`src/rtl/mac_psum_accum_pkg.sv`:
```
// Shared constants, types and FSM states for the mac partial-sum accumulator.
package mac_psum_accum_pkg;

  localparam int unsigned BW      = 4;
  localparam int unsigned PSUM_BW = 16;
  localparam int unsigned CNT_BW  = 8;
  localparam int unsigned LANES   = 4;

  typedef logic signed [PSUM_BW-1:0] psum_t;

  typedef enum logic [1:0] {
    IDLE,
    ACC,
    DONE
  } state_t;

endpackage

```
`src/rtl/mac_psum_accum_if.sv`:
```
// Group-input and result-output streams of the accumulator, plus per-result controls.
interface mac_psum_accum_if;
  import mac_psum_accum_pkg::*;

  logic                  in_valid;
  logic                  in_ready;
  logic [LANES*BW-1:0]   a_in;
  logic [LANES*BW-1:0]   b_in;
  logic [CNT_BW-1:0]     k_groups;
  logic                  relu_en;
  logic                  out_valid;
  logic                  out_ready;
  psum_t                 psum_out;

  modport slave (
    input  in_valid, a_in, b_in, k_groups, relu_en, out_ready,
    output in_ready, out_valid, psum_out
  );

  modport master (
    output in_valid, a_in, b_in, k_groups, relu_en, out_ready,
    input  in_ready, out_valid, psum_out
  );

endinterface

```
`src/rtl/mac_psum_accum.sv`:
```
// Closes the accumulation loop around a combinational 4-lane mac and emits one
// (optionally ReLU'd) partial sum every k_groups accepted groups.
module mac_psum_accum
  import mac_psum_accum_pkg::*;
#(
  parameter int unsigned bw      = BW,
  parameter int unsigned psum_bw = PSUM_BW,
  parameter int unsigned cnt_bw  = CNT_BW
) (
  input  logic                      clk,
  input  logic                      reset,
  mac_psum_accum_if.slave           io,
  output logic [LANES*bw-1:0]       mac_a,
  output logic [LANES*bw-1:0]       mac_b,
  output logic signed [psum_bw-1:0] mac_c,
  input  logic signed [psum_bw-1:0] mac_out
);

  state_t                    state, state_nxt;
  logic signed [psum_bw-1:0] acc, acc_nxt;
  logic signed [psum_bw-1:0] psum_q, psum_nxt;
  logic [cnt_bw-1:0]         cnt, cnt_nxt;
  logic [cnt_bw-1:0]         k_lat, k_lat_nxt;
  logic [cnt_bw-1:0]         k_eff;
  logic [cnt_bw-1:0]         cnt_inc;
  logic                      out_valid_q, out_valid_nxt;
  logic                      beat;
  logic                      last;

  // The mac is purely combinational: operands flow straight through.
  assign mac_a = io.a_in;
  assign mac_b = io.b_in;
  assign mac_c = acc;

  // Ready is a pure state decode, never a function of in_valid or out_ready.
  assign io.in_ready  = (state != DONE);
  assign io.out_valid = out_valid_q;
  assign io.psum_out  = psum_q;

  assign beat    = io.in_valid && io.in_ready;
  assign k_eff   = (io.k_groups == '0) ? cnt_bw'(1) : cnt_bw'(io.k_groups);
  assign cnt_inc = cnt + cnt_bw'(1);

  always_ff @(posedge clk) begin
    if (reset) begin
      state       <= IDLE;
      acc         <= '0;
      cnt         <= '0;
      k_lat       <= '0;
      out_valid_q <= 1'b0;
      psum_q      <= '0;
    end else begin
      state       <= state_nxt;
      acc         <= acc_nxt;
      cnt         <= cnt_nxt;
      k_lat       <= k_lat_nxt;
      out_valid_q <= out_valid_nxt;
      psum_q      <= psum_nxt;
    end
  end

  always_comb begin
    state_nxt     = state;
    acc_nxt       = acc;
    cnt_nxt       = cnt;
    k_lat_nxt     = k_lat;
    out_valid_nxt = out_valid_q;
    psum_nxt      = psum_q;
    last          = 1'b0;

    case (state)
      IDLE: begin
        if (beat) begin
          k_lat_nxt = k_eff;
          acc_nxt   = mac_out;
          cnt_nxt   = cnt_bw'(1);
          if (k_eff == cnt_bw'(1)) last = 1'b1;
          else                     state_nxt = ACC;
        end
      end
      ACC: begin
        if (beat) begin
          acc_nxt = mac_out;
          cnt_nxt = cnt_inc;
          if (cnt_inc == k_lat) last = 1'b1;
        end
      end
      DONE: begin
        if (out_valid_q && io.out_ready) begin
          out_valid_nxt = 1'b0;
          state_nxt     = IDLE;
        end
      end
      default: state_nxt = IDLE;
    endcase

    // Final beat: capture result, clear the loop for the next group set.
    if (last) begin
      state_nxt     = DONE;
      psum_nxt      = (io.relu_en && mac_out[psum_bw-1]) ? '0 : mac_out;
      out_valid_nxt = 1'b1;
      acc_nxt       = '0;
      cnt_nxt       = '0;
    end
  end

endmodule

```
`src/flat_wrapper.sv`:
```
// flat-port wrapper written by rule: the top's interface ports become plain ports
module mac_psum_accum_flat import mac_psum_accum_pkg::*;
#(
  parameter int unsigned bw      = BW,
  parameter int unsigned psum_bw = PSUM_BW,
  parameter int unsigned cnt_bw  = CNT_BW
)
  (clk, reset, mac_a, mac_b, mac_c, mac_out, io_in_valid, io_a_in, io_b_in, io_k_groups, io_relu_en, io_out_ready, io_in_ready, io_out_valid, io_psum_out);
  mac_psum_accum_if io_i ();
  input  logic clk;
  input  logic reset;
  output logic [LANES*bw-1:0] mac_a;
  output logic [LANES*bw-1:0] mac_b;
  output logic signed [psum_bw-1:0] mac_c;
  input  logic signed [psum_bw-1:0] mac_out;
  input wire logic [$bits(io_i.in_valid)-1:0] io_in_valid;
  input wire logic [$bits(io_i.a_in)-1:0] io_a_in;
  input wire logic [$bits(io_i.b_in)-1:0] io_b_in;
  input wire logic [$bits(io_i.k_groups)-1:0] io_k_groups;
  input wire logic [$bits(io_i.relu_en)-1:0] io_relu_en;
  input wire logic [$bits(io_i.out_ready)-1:0] io_out_ready;
  output wire logic [$bits(io_i.in_ready)-1:0] io_in_ready;
  output wire logic [$bits(io_i.out_valid)-1:0] io_out_valid;
  output wire logic [$bits(io_i.psum_out)-1:0] io_psum_out;
  assign io_i.in_valid = io_in_valid;
  assign io_i.a_in = io_a_in;
  assign io_i.b_in = io_b_in;
  assign io_i.k_groups = io_k_groups;
  assign io_i.relu_en = io_relu_en;
  assign io_i.out_ready = io_out_ready;
  assign io_in_ready = io_i.in_ready;
  assign io_out_valid = io_i.out_valid;
  assign io_psum_out = io_i.psum_out;
  mac_psum_accum #(.bw(bw), .psum_bw(psum_bw), .cnt_bw(cnt_bw)) u_core (.clk(clk), .reset(reset), .io(io_i), .mac_a(mac_a), .mac_b(mac_b), .mac_c(mac_c), .mac_out(mac_out));
endmodule
```
`config.mk`:
```
export PLATFORM = sky130hd
export DESIGN_NAME = mac_psum_accum_flat
export DESIGN_NICKNAME = d
export VERILOG_FILES = /design/src/rtl/mac_psum_accum_pkg.sv /design/src/rtl/mac_psum_accum_if.sv /design/src/rtl/mac_psum_accum.sv /design/src/flat_wrapper.sv
export SDC_FILE = /design/constraint.sdc
export NUM_CORES = 1
export LEC_CHECK = 0
export ABC_AREA = 0
export CAP_MARGIN = 20
export CORE_MARGIN = 2
export CORE_UTILIZATION = 37
export DETAILED_ROUTE_END_ITERATION = 10
export PLACE_DENSITY = 0.77
export SLEW_MARGIN = 20
export SYNTH_ARGS = -nofsm -noshare
export SYNTH_HDL_FRONTEND = slang
export SYNTH_SLANG_ARGS = --single-unit
```
`constraint.sdc`:
```
create_clock -name clk -period 2 [get_ports clk]
set_input_delay 0.4 -clock clk [delete_from_list [all_inputs] [get_ports clk]]
set_output_delay 0.4 -clock clk [all_outputs]
set_load 0.02 [all_outputs]
```
==> flow_summary_export.csv <==
group,metric,value,unit
outcome,status,"complete, but fails checks",
outcome,violations,"negative setup slack",
setup_path,worst-endpoint-required,2200,ps
detailed_routing,ant_nets,0,
timing,number_of_failing_hold_endpoints_at_the_final_stage,0,
final_layout,register_area,1030,µm²
floorplan,placement_rows,30,
setup_path,worst_setup_path_start_kind,"flop",
placement,place.detailed.instances,434,
clocking,cts-htree-levels,2,
global_route,global_route_usage_over_all_layers,0.181,
clocking,clock_latency,310,ps
power_and_ir_drop,power.static_leakage,1.54,nW
setup_path,setup.worst_path.class,"flop to flop",
global_route,antenna_found_initial,0,
yosys,synth-seq-cells,51,
yosys,synth.avg_cell_area,8.24,µm²
yosys,synth_edf_count,0,
yosys,yosysWarningCount,0,
clocking,ctsHoldBuffers,0,
placement,portBuffers,62,
clocking,clock_sink_count,51,
final_layout,final.fill_count,575,
timing,timing.fmax,487,MHz
global_route,grt_first_pass_wirelength,11100,µm
placement,postPlaceCellArea,3230,µm²
clocking,cts-buffers-inserted,5,
yosys,synthesis.nets,375,
final_layout,instances_no_fill,460,
global_route,grt_start_max_net_pins,23,
floorplan,fp.dieArea,7660,µm²
yosys,synthCells,313,
yosys,synthesis.area,2580,µm²
floorplan,coreArea,6760,µm²
yosys,flip_flop_cell_with_the_highest_count_after_synthesis,"sky130_fd_sc_hd__dfxtp_1",
setup_path,worst-endpoint-arrival,2250,ps
setup_path,rrSetupSlack,-50,ps
floorplan,design.portCount,127,
job,cap_violations,0,
final_layout,fin_area,3720,µm²
clocking,max-clock-path-buffers,2,
final_layout,syn_to_final_growth,44.0,%
power_and_ir_drop,peakVddDrop,0.490,mV
final_layout,n_antenna_cell,0,
min_path,hp-class,"input port to flop",
power_and_ir_drop,total_power,2.16,mW
power_and_ir_drop,power-per-cell-area,581,nW/µm²
placement,dp_hpwl,4560,µm
timing,post-route-min-period,2050,ps
timing,final_max_slew_viol_count,0,
timing,tns,-654,ps
yosys,netlist.area_leader.share,0.396,
timing,clock-skew-final,10.5,ps
clocking,clockRootBuffer,"sky130_fd_sc_hd__clkbuf_8",
detailed_routing,drt_iter0_drc,167,
floorplan,fp.dieW,87.5,µm
detailed_routing,routed_wire_length_per_instance,15.8,µm
final_layout,finalNetCount,441,
detailed_routing,viasPerCell,5.18,
floorplan,fp.dieH,87.5,µm
placement,gp_congestion,0.794,
yosys,synth.lib_cells_used.distinct,42,
clocking,clk_transition_reported_paths,100,ps
final_layout,layout-drive-gt1-share,0.237,
timing,min_period_over_period,1.03,
timing,relSlewSlack,0.718,
yosys,async_reset_ff_frac,0,
detailed_routing,vias,2383,
floorplan,initial_utilization,0.382,
global_route,first_global_vias,2365,
detailed_routing,drt-pass1-iter-count,5,
yosys,synthTopCellsByArea,"sky130_fd_sc_hd__dfxtp_1, sky130_fd_sc_hd__buf_4, sky130_fd_sc_hd__nand2_1",
setup_path,critical_path_peak_fanout,8,
timing,layout_setup_ws,-54.3,ps
timing,rsz0062_at_grt,"yes",
yosys,portion_of_the_post_synthesis_area_used_by_sequential_elements,0.396,
final_layout,multiInputGateArea,1410,µm²
timing,setup_viol,22,
yosys,synth_top_cell_by_area,"sky130_fd_sc_hd__dfxtp_1",
detailed_routing,totalWireLength,7260,µm
detailed_routing,drt_drc_violations_left,0,
setup_path,crit_path_end_kind,"flop",
timing,worstMarginPinSlew,421,ps
global_route,globalRouteOverflowTotal,0,
clocking,tritoncts,"done",
synthesized netlist by cell type (2+ instances only):
| master | number |
|---|---|
| sky130_fd_sc_hd__nand2_1 | 66 |
| sky130_fd_sc_hd__dfxtp_1 | 51 |
| sky130_fd_sc_hd__a21oi_1 | 35 |
| sky130_fd_sc_hd__buf_4 | 34 |
| sky130_fd_sc_hd__nand2b_1 | 18 |
| sky130_fd_sc_hd__mux2i_1 | 17 |
| sky130_fd_sc_hd__o21ai_0 | 15 |
| sky130_fd_sc_hd__clkbuf_1 | 12 |
| sky130_fd_sc_hd__nor2_1 | 8 |
| sky130_fd_sc_hd__xnor2_1 | 7 |
| sky130_fd_sc_hd__inv_1 | 5 |
| sky130_fd_sc_hd__nor3_1 | 5 |
| sky130_fd_sc_hd__nand3_1 | 4 |
| sky130_fd_sc_hd__a22oi_1 | 3 |
| sky130_fd_sc_hd__a211o_1 | 2 |
| sky130_fd_sc_hd__a31oi_1 | 2 |
| sky130_fd_sc_hd__and2_1 | 2 |
| sky130_fd_sc_hd__o31ai_1 | 2 |
| sky130_fd_sc_hd__xor2_1 | 2 |
cells by family after synthesis:
logic type / share of synthesized area
mux: 0.0660
flops: 0.396
fa+ha+maj: 0.00485
compound gates: 0.155
simple gates: 0.216
xor+xnor: 0.0306
buf+inv: 0.132
stage by stage:
| step | setup WS [ps] | hold WS [ps] | utilization |
|---|---|---|---|
| 6_report | -54.3 | 370 | 0.550 |
| 5_1_grt | -133 | 373 | 0.550 |
| 4_1_cts | -9.74 | 460 | 0.530 |
| 3_5_place_dp | -569 | 449 | 0.478 |
| 3_3_place_gp | -488 | 443 | 0.478 |
| 2_1_floorplan | 1.58 | 449 | - |
where the power goes:
part           internal (mW)  total (mW)  leakage [nW]  switching [mW]
registers               1.05        1.09         0.417          0.0352
clock network          0.284       0.630        0.0484           0.346
logic                  0.227       0.439          1.08           0.212
total                   1.57        2.16          1.54           0.593
worst paths after layout:
path,from,end,cells past startpoint
setup / recovery,u_core.cnt[4],u_core.io.psum_out[5],9
hold / removal,io_k_groups[2],u_core.k_lat[2],3
setup reg to reg,u_core.cnt[4],u_core.io.psum_out[5],9
hold reg to reg,u_core.mac_c[7],u_core.mac_c[7],2
flip-flops by register name, summed over array words and instances, names as in the netlist:
signal / flops
u_core.cnt: 8
u_core.k_lat: 8
u_core.io.psum_out: 16
u_core.io.out_valid: 1
u_core.mac_c: 16
u_core.state: 2
what timing repair did:
action                     CTS  global route
gates resized for setup     29            19
setup buffers               10             5
pin swaps                   12             9
cloned                       2             2
setup endpoints to repair   43            43
critical path, stage by stage, from the launching register on:
cell and delay [ps]:
sky130_fd_sc_hd__dfxtp_2 340, sky130_fd_sc_hd__buf_4 150, sky130_fd_sc_hd__xnor2_4 150, sky130_fd_sc_hd__nor4b_4 310, sky130_fd_sc_hd__a31oi_4 70, sky130_fd_sc_hd__o41ai_4 370
sky130_fd_sc_hd__buf_4 210, sky130_fd_sc_hd__nand2_8 70, sky130_fd_sc_hd__clkbuf_16 170, sky130_fd_sc_hd__mux2i_1 120
cell type report:
class	instances	area share
multi-input combinational	208	0.380
timing repair buffer	108	0.286
tap	80	0.0269
sequential	51	0.277
inverter	5	0.00505
clock inverter	1	0.00236
clock buffer	7	0.0232
per-layer routing:
metal	share of wire	routed length, µm	GRT usage
met1	0.41	2960	0.218
met2	0.50	3630	0.313
met3	0.065	474	0.0521
met4	0.025	182	0.0573
met5	0	0	0
cells in the final DEF (no fill, tap or decap), types with 2 or more instances in the layout:
| cell | count |
|---|---|
| sky130_fd_sc_hd__a211o_1 | 2 |
| sky130_fd_sc_hd__a21oi_1 | 29 |
| sky130_fd_sc_hd__a21oi_2 | 6 |
| sky130_fd_sc_hd__a22oi_1 | 3 |
| sky130_fd_sc_hd__and2_4 | 3 |
| sky130_fd_sc_hd__buf_12 | 3 |
| sky130_fd_sc_hd__buf_4 | 39 |
| sky130_fd_sc_hd__clkbuf_16 | 2 |
| sky130_fd_sc_hd__clkbuf_2 | 2 |
| sky130_fd_sc_hd__clkbuf_8 | 6 |
| sky130_fd_sc_hd__clkdlybuf4s50_1 | 54 |
| sky130_fd_sc_hd__dfxtp_1 | 47 |
| sky130_fd_sc_hd__dfxtp_2 | 3 |
| sky130_fd_sc_hd__dlygate4sd2_1 | 2 |
| sky130_fd_sc_hd__dlymetal6s2s_1 | 3 |
| sky130_fd_sc_hd__inv_1 | 5 |
| sky130_fd_sc_hd__mux2i_1 | 17 |
| sky130_fd_sc_hd__nand2_1 | 66 |
| sky130_fd_sc_hd__nand2b_1 | 18 |
| sky130_fd_sc_hd__nand3_1 | 3 |
| sky130_fd_sc_hd__nor2_1 | 7 |
| sky130_fd_sc_hd__nor3_1 | 3 |
| sky130_fd_sc_hd__nor3_2 | 2 |
| sky130_fd_sc_hd__o21ai_0 | 14 |
| sky130_fd_sc_hd__xnor2_1 | 4 |
| sky130_fd_sc_hd__xnor2_2 | 2 |
| sky130_fd_sc_hd__xor2_1 | 2 |
(Power assumes the default switching activity.)
